**config.mk**
```make
export PLATFORM = sky130hd
export DESIGN_NAME = hazard_controller
export DESIGN_NICKNAME = d
export VERILOG_FILES = /design/src/rtl/hazard_controller.sv
export SDC_FILE = /design/constraint.sdc
export NUM_CORES = 1
export LEC_CHECK = 0
export ABC_CLOCK_PERIOD_IN_PS = 2070
export CAP_MARGIN = 20
export CORE_MARGIN = 8
export CORE_UTILIZATION = 39
export DETAILED_ROUTE_END_ITERATION = 8
export PLACE_DENSITY = 0.79
export SLEW_MARGIN = 30
export SYNTH_ARGS = -nofsm -noshare
export SYNTH_HDL_FRONTEND = slang
export SYNTH_SLANG_ARGS = --single-unit
```
**constraint.sdc**
```tcl
create_clock -name clk -period 2.07 [get_ports clk]
set_input_delay 0.3105 -clock clk [delete_from_list [all_inputs] [get_ports clk]]
set_output_delay 0.3105 -clock clk [all_outputs]
set_load 0.01 [all_outputs]
```
**src/rtl/hazard_controller.sv**
```systemverilog
// Pipeline hazard controller: load-use, multi-cycle mul/div and branch-flush sequencing.
// Optional perf counters (stall_cycles, flush_events) enabled by defining HAZARD_PERF_CNT_EN.
module hazard_controller #(
    parameter int REG_ADDR_WIDTH = 5,
    parameter int FLUSH_CYCLES   = 1
) (
    input  logic                      clk,
    input  logic                      rst_n,
    input  logic                      id_valid,
    input  logic [REG_ADDR_WIDTH-1:0] id_rs1_addr,
    input  logic [REG_ADDR_WIDTH-1:0] id_rs2_addr,
    input  logic                      ex_valid,
    input  logic [REG_ADDR_WIDTH-1:0] ex_rd_addr,
    input  logic                      ex_mem_read,
    input  logic                      ex_branch_taken,
    input  logic                      md_start,
    input  logic                      md_done,
    input  logic                      dmem_ready,
    output logic                      stall_if,
    output logic                      stall_id,
    output logic                      stall_ex,
    output logic                      bubble_ex,
    output logic                      flush_if_id,
    output logic                      flush_id_ex,
    output logic [1:0]                state
`ifdef HAZARD_PERF_CNT_EN
    ,
    output logic [31:0]               stall_cycles,
    output logic [31:0]               flush_events
`endif
);
    localparam logic [1:0] RUN      = 2'd0;
    localparam logic [1:0] LOAD_USE = 2'd1;
    localparam logic [1:0] MD_WAIT  = 2'd2;
    localparam logic [1:0] FLUSH    = 2'd3;

    logic [1:0] state_q, state_d;
    logic [2:0] cnt_q, cnt_d;
    logic       load_use, branch, md_go;
    logic       s_if, s_id, s_ex, bub, f_ifid, f_idex;

    assign branch   = ex_valid & ex_branch_taken;
    assign md_go    = ex_valid & md_start;
    assign load_use = ex_valid & ex_mem_read & (ex_rd_addr != '0) & id_valid &
                      ((id_rs1_addr == ex_rd_addr) | (id_rs2_addr == ex_rd_addr));

    always_comb begin
        state_d = state_q;
        cnt_d   = cnt_q;
        s_if    = 1'b0;
        s_id    = 1'b0;
        s_ex    = 1'b0;
        bub     = 1'b0;
        f_ifid  = 1'b0;
        f_idex  = 1'b0;
        case (state_q)
            RUN: begin
                if (branch) begin
                    f_ifid  = 1'b1;
                    f_idex  = 1'b1;
                    cnt_d   = 3'(FLUSH_CYCLES);
                    state_d = FLUSH;
                end else if (md_go) begin
                    s_if = 1'b1;
                    s_id = 1'b1;
                    s_ex = 1'b1;
                    if (!md_done) state_d = MD_WAIT;
                end else if (load_use) begin
                    s_if    = 1'b1;
                    s_id    = 1'b1;
                    bub     = 1'b1;
                    state_d = LOAD_USE;
                end
            end
            LOAD_USE: begin
                if (dmem_ready) state_d = RUN;
                else begin
                    s_if = 1'b1;
                    s_id = 1'b1;
                    s_ex = 1'b1;
                end
            end
            MD_WAIT: begin
                if (md_done) state_d = RUN;
                else begin
                    s_if = 1'b1;
                    s_id = 1'b1;
                    s_ex = 1'b1;
                end
            end
            default: begin
                f_ifid = 1'b1;
                cnt_d  = cnt_q - 3'd1;
                if (cnt_q == 3'd1) state_d = RUN;
            end
        endcase
    end

    // Gate with rst_n so outputs drop the instant reset asserts, whatever the inputs do.
    assign stall_if    = rst_n & s_if;
    assign stall_id    = rst_n & s_id;
    assign stall_ex    = rst_n & s_ex;
    assign bubble_ex   = rst_n & bub;
    assign flush_if_id = rst_n & f_ifid;
    assign flush_id_ex = rst_n & f_idex;
    assign state       = state_q;

    always_ff @(posedge clk or negedge rst_n) begin
        if (!rst_n) begin
            state_q <= RUN;
            cnt_q   <= 3'd0;
        end else begin
            state_q <= state_d;
            cnt_q   <= cnt_d;
        end
    end

`ifdef HAZARD_PERF_CNT_EN
    always_ff @(posedge clk or negedge rst_n) begin
        if (!rst_n) begin
            stall_cycles <= 32'd0;
            flush_events <= 32'd0;
        end else begin
            if (stall_if) stall_cycles <= stall_cycles + 32'd1;
            if (state_q == RUN && branch) flush_events <= flush_events + 32'd1;
        end
    end
`endif
endmodule

```
After elaboration in Yosys (flattened, before gate mapping)
Cells that the tools add are included.

operators by class
  add/sub/neg operators = 1
  equality and inequality tests = 10
  multiplexer cells = 25
  bitwise operators = 13
  reductions and logical operators = 6

operators by type and width
  kind                 number
  $mux 2               7
  $mux 1               12
  $and 1x1->1          11
  $eq 5x5->1           2
  $ne 4x4->1 const B   2
  $ne 2x2->1 const B   3
  $pmux 1 s3           2
  $pmux 2 s3           1
  $pmux 3 s2           1
  $reduce_and 5->1     1
  $reduce_bool 5->1    1
  $reduce_bool 4->1    1
  $eq 3x1->1 const B   1
  $mux 3               1
  $sub 3x1->3 const B  1
  $eq 2x1->1 const B   1
  $eq 2x2->1 const B   1
  $logic_not 2->1      1
  $pmux 1 s2           1
  $reduce_and 2->1     1
  $reduce_or 2->1      1
  $not 1->1            1
  $or 1x1->1           1

word-level totals
  flip-flop bits (word level) = 5
  input bits = 24
  output and inout bits = 8
  word-level logic and storage cells = 57

Logic depth before layout (Yosys ltp)
Gate-level depths: netlist of run 1.

  depth after elaboration = 9
  depth in mapped cells = 7
  mapped depth without buffers = 7

Worst setup path before layout of run 1
No wires, ideal clock.

  path type = register -> output
  start = reg state_q[1], in the netlist state[1]
  end = out stall_if
  arrival = 1661 ps
  required time = 1760 ps
  slack = 98 ps
  stages on the path, launching flop included = 8
  path buffers = 1
  cells stage by stage = dfrtp_1 > inv_1 > ha_1 > inv_1 > o22ai_1 > o21ai_0 > a21oi_1 > buf_4

on the way
  longest elaborated chain between the ends = 3
  elaborated cells between the ends (all ways) = 5
  classes of those cells = eq/ne (2); mux (1); bitwise (1); reduce/logical (1)

ends and longest elaborated chain
  element                                   line  source
  from (decl)                               37    logic [1:0] state_q, state_d;
  from (signal assigned)                    113   state_q <= state_d;
  $eq 2x2->1, or another cell as far along  -
  $pmux 1 s3 (*)                            -
  $and 1x1->1 (*)                           -
  to (decl)                                 19    output logic stall_if,

Every way passes the cells marked *; elsewhere a longest branch is shown, timed or not.

Worst setup path after layout of run 1
  start = in id_rs1_addr[2]
  end = out stall_if

on the way
  longest elaborated chain between the ends = 8

ends and longest elaborated chain
  element      line  source
  from (decl)  10    input logic [REG_ADDR_WIDTH-1:0] id_rs1_addr,
  $eq 5x5->1   45    ((id_rs1_addr == ex_rd_addr) | (id_rs2_addr == ex_rd_addr));
  $or 1x1->1   45
  $and 1x1->1  44    assign load_use = ex_valid & ex_mem_read & (ex_rd_addr != '0) & id_valid &
  $mux 1       68    end else if (load_use) begin
  $mux 1       63    end else if (md_go) begin
  $mux 1       58    if (branch) begin
  $pmux 1 s3   56    case (state_q)
  $and 1x1->1  100   assign stall_if = rst_n & s_if;

Every way passes these cells.

==> reports/metrics.csv, run 1 <==
stage;metric;value;unit
layout;most common cell after layout, fill and taps aside;sky130_fd_sc_hd__buf_4;
clock_network;insertion delay to the later sink of the worst-skew pair;240;ps
pwr;leakage power;0.563;nW
drt;remaining design rule violation count;0;
grt;via count of the first global-routing pass;877;
placed_design;IO Port Bufs;31;
layout;area added between synthesis and finish;88.5;%
sta;final hold viol count;0;
yosys;async set-reset flop share out of synthesis;1.00;
drt;detailed-routed wire length on met2;1350;um
clock_network;clock tree sinks;5;
floorplan;y dimension of the die;56.2;um
drt;routed len/inst;15.8;um
yosys;proportion of synthesized chip area in sequential cells;0.199;
yosys;synth unique cells;28;
clock_network;root buffer cell;sky130_fd_sc_hd__clkbuf_4;
drt;first-iteration detailed-routing DRC count;10;
yosys;count of synthesis-stage warnings from yosys;0;
setup_path;crit end category;output port;
sta;period utilization;0.967;
drt;total via count after detailed routing;761;
yosys;count of state elements after synthesis;5;
setup_path;cell breakdown of the critical path;clkdlybuf4s50_1 -> xnor2_1 -> nand3_1 -> o22ai_2 -> nand2_2 -> a21oi_2 -> clkdlybuf4s15_2;
clock_network;Clock Tree Buf Depth;2;
sta;unrepaired setup endpoints after global routing;no;
setup_path;element type at the critical path start;input port;
yosys;area share of the leading cell type in the synthesized netlist;0.199;
sta;final setup fails;0;
sta;hold_ws;407;ps
grt;wire length of the first global-routing pass;3970;um
pwr;peak ir drop on the vdd network;0.000733;V
floorplan;row count;14;
sta;final worst path period need;2000;ps
placed_design;Setup Slack @ Placement;-528;ps
floorplan;starting density of the core;0.418;
setup_path;slowest cell on the critical path;sky130_fd_sc_hd__clkdlybuf4s50_1;
drt;Post-DRT Antenna Nets;0;
clock_network;clock tree from TritonCTS;built;
setup_path;Arrival @ worst endpoint;1690;ps
drt;met3 WL post-DR;110;um
grt;overall overflow remaining after global route;0;
setup_path;Largest stage delay, worst path;480;ps
grt;largest net degree at the start of global routing;10;
pwr;power dissipated by switching net loads;0.498;mW
yosys;number of synthesized flops with an enable pin;0;
pwr;Int Pwr;0.686;mW
layout;layout cells sized above 1;0.326;
status;status;finished, final reports clean;
sta;worst clock skew;1.53;ps
pwr;share of power burned in the clock network;0.095;
setup_path;CP Data Required Time;1760;ps
drt;wire length the detailed router placed on met1;888;um
layout;Core Util, Final;0.787;
floorplan;area of the die;3160;sq um
drt;number of detailed-route iterations in the first pass;4;
drt;routed via count divided by cell count;5.04;
pwr;Logic pwr share;0.742;
pwr;power per unit of standard cell area;998;nW/um^2
worst_hold_path;path category of the worst min-delay check;input port to async pin;
grt;antenna violations before repair;0;
job;number of maximum-capacitance constraint violations;0;
yosys;number of instances in the synthesized netlist;78;
yosys;Avg Synthesized Cell Area;8.07;sq um
yosys;cell type contributing the most total cell area after synthesis;sky130_fd_sc_hd__dfrtp_1;
yosys;cell types with the largest area share after synthesis;sky130_fd_sc_hd__dfrtp_1, sky130_fd_sc_hd__xnor2_1, sky130_fd_sc_hd__ha_1;
yosys;Synth Cell Area;629;sq um
clock_network;CTS clock-pin slew for the worst setup and hold paths;40;ps
drt;total routed wirelength;2380;um
setup_path;worst-path fanout max;2;
sta;number of slew-limit violations in the final report;0;
grt;GRT Util Overall;0.151;
pwr;share of total power consumed by net switching;0.421;
layout;number of nets in the layout;166;
drt;max layer used;met4;
layout;total inserted antenna cells;0;
floorplan;Floorplan Core Area;1510;sq um
clock_network;number of hold buffers added after cts;0;
yosys;Post-synth top flop;sky130_fd_sc_hd__dfrtp_1;
sta;crit path setup slack, layout;68.3;ps
floorplan;count of pins on the block boundary;32;
placed_design;HPWL after detailed placement;1980;um
setup_path;CP Class;input port to output port;
yosys;syn nets;108;
sta;Peak Freq;500;MHz
setup_path;WP buf/inv;2;
placed_design;final weighted congestion in routability-driven placement;0.811;
setup_path;kind of cell adding the most delay to the critical path;buffers and inverters;
pwr;portion of total power attributed to sequential cells;0.163;
sta;transition time of the tightest slew-check pin;330;ps
sta;Rel. slew slack;0.780;
clock_network;H-tree Lvls;1;
floorplan;die span in x;56.2;um
clock_network;cts bufs inserted;3;
layout;top library cells by usage in the layout, fill and taps aside;sky130_fd_sc_hd__buf_4, sky130_fd_sc_hd__clkdlybuf4s50_1, sky130_fd_sc_hd__xnor2_1;
==> through the flow <==
step                std cells  cell area, sq um  power, mW  TNS (ps)
global placement          145              1110       1.01     -1200
detailed placement        145              1110       1.05     -1690
floorplan                  78               629      0.673         0
finish                    151              1190       1.18         0
global route              151              1190       1.29         0
CTS                       150              1160       1.17         0
==> power groups by stage <==
| stage | clock network, mW | logic, mW | registers, mW |
|---|---|---|---|
| global route | 0.124 | 0.964 | 0.201 |
| detailed placement | 0 | 0.855 | 0.193 |
| global placement | 0 | 0.817 | 0.190 |
| finish | 0.113 | 0.879 | 0.193 |
| CTS | 0.117 | 0.866 | 0.192 |
| floorplan | 0 | 0.471 | 0.201 |
==> cells in the mapped netlist (2+ instances only) <==
cell                      instances
sky130_fd_sc_hd__a21oi_1          4
sky130_fd_sc_hd__dfrtp_1          5
sky130_fd_sc_hd__ha_1             6
sky130_fd_sc_hd__inv_1            7
sky130_fd_sc_hd__mux2i_1          3
sky130_fd_sc_hd__nand2_1          9
sky130_fd_sc_hd__nand3_1          4
sky130_fd_sc_hd__nor2_1           4
sky130_fd_sc_hd__nor2b_1          2
sky130_fd_sc_hd__nor3_1           2
sky130_fd_sc_hd__o21a_1           2
sky130_fd_sc_hd__o21ai_0          4
sky130_fd_sc_hd__o22ai_1          2
sky130_fd_sc_hd__xnor2_1         10
==> layout make-up <==
| cell class | instances | area (sq um) |
|---|---|---|
| clock buffers | 4 | 26.3 |
| fillers | 109 | 320 |
| inverters | 7 | 26.3 |
| multi-input cells | 64 | 508 |
| flip-flops and latches | 5 | 125 |
| well taps | 16 | 20.0 |
| repair buffers | 55 | 480 |
==> final timing paths <==
path	start	endpoint	slack, ps	depth (start not counted)
worst min register to register	cnt_q[1]	cnt_q[1]	480	2
max in group asynchronous	rst_n	state[0]	1550	2
worst max-delay path	id_rs1_addr[2]	stall_if	70	7
min in group clk	cnt_q[1]	cnt_q[1]	480	2
worst max register to register	state[0]	state[0]	210	8
worst min-delay path	rst_n	state[1]	410	2
==> sequential cells by signal, summed over array words and instances, names as in the netlist <==
| register | cells |
|---|---|
| cnt_q | 3 |
| state | 2 |
==> logic make-up after synthesis <==
| group | Yosys count | synth area share |
|---|---|---|
| AOI/OAI and AO/OA | 19 | 0.237 |
| buffers and inverters | 9 | 0.0616 |
| adders and majority gates | 6 | 0.119 |
| and+or+nand+nor | 26 | 0.197 |
| muxes | 3 | 0.0477 |
| DFF | 5 | 0.199 |
| xor gates and xnor gates | 10 | 0.139 |
==> timing repair <==
item,4_1_cts,5_1_grt
gates cloned,0,0
gates resized for setup,26,10
setup endpoints to repair,6,5
pin swaps,5,7
setup buffers,1,1
==> worst register-to-register path: cells and delay by family (launching register included) <==
kind            cells  cell delay, ps
compound gates      3             510
fa+ha+maj           1             200
buf+inv             3             400
flops               1             390
mux                 1             240
==> metal layers <==
layer	track usage	vias up
met5	0	-
met2	0.288	16
met4	0.0653	0
met1	0.148	361
met3	0.0320	4
li1	-	380
(Power assumes the default switching activity.)
==> run 2, diff against run 1 <==
--- a/config.mk
+++ b/config.mk
@@ -6,7 +6,7 @@
 export NUM_CORES = 1
 export LEC_CHECK = 0
 export ABC_CLOCK_PERIOD_IN_PS = 2070
-export CAP_MARGIN = 20
+export CAP_MARGIN = 0
 export CORE_MARGIN = 8
 export CORE_UTILIZATION = 39
 export DETAILED_ROUTE_END_ITERATION = 8
==> results of run 2 <==
The final DEF is identical to that of run 1; final timing and power are the same.
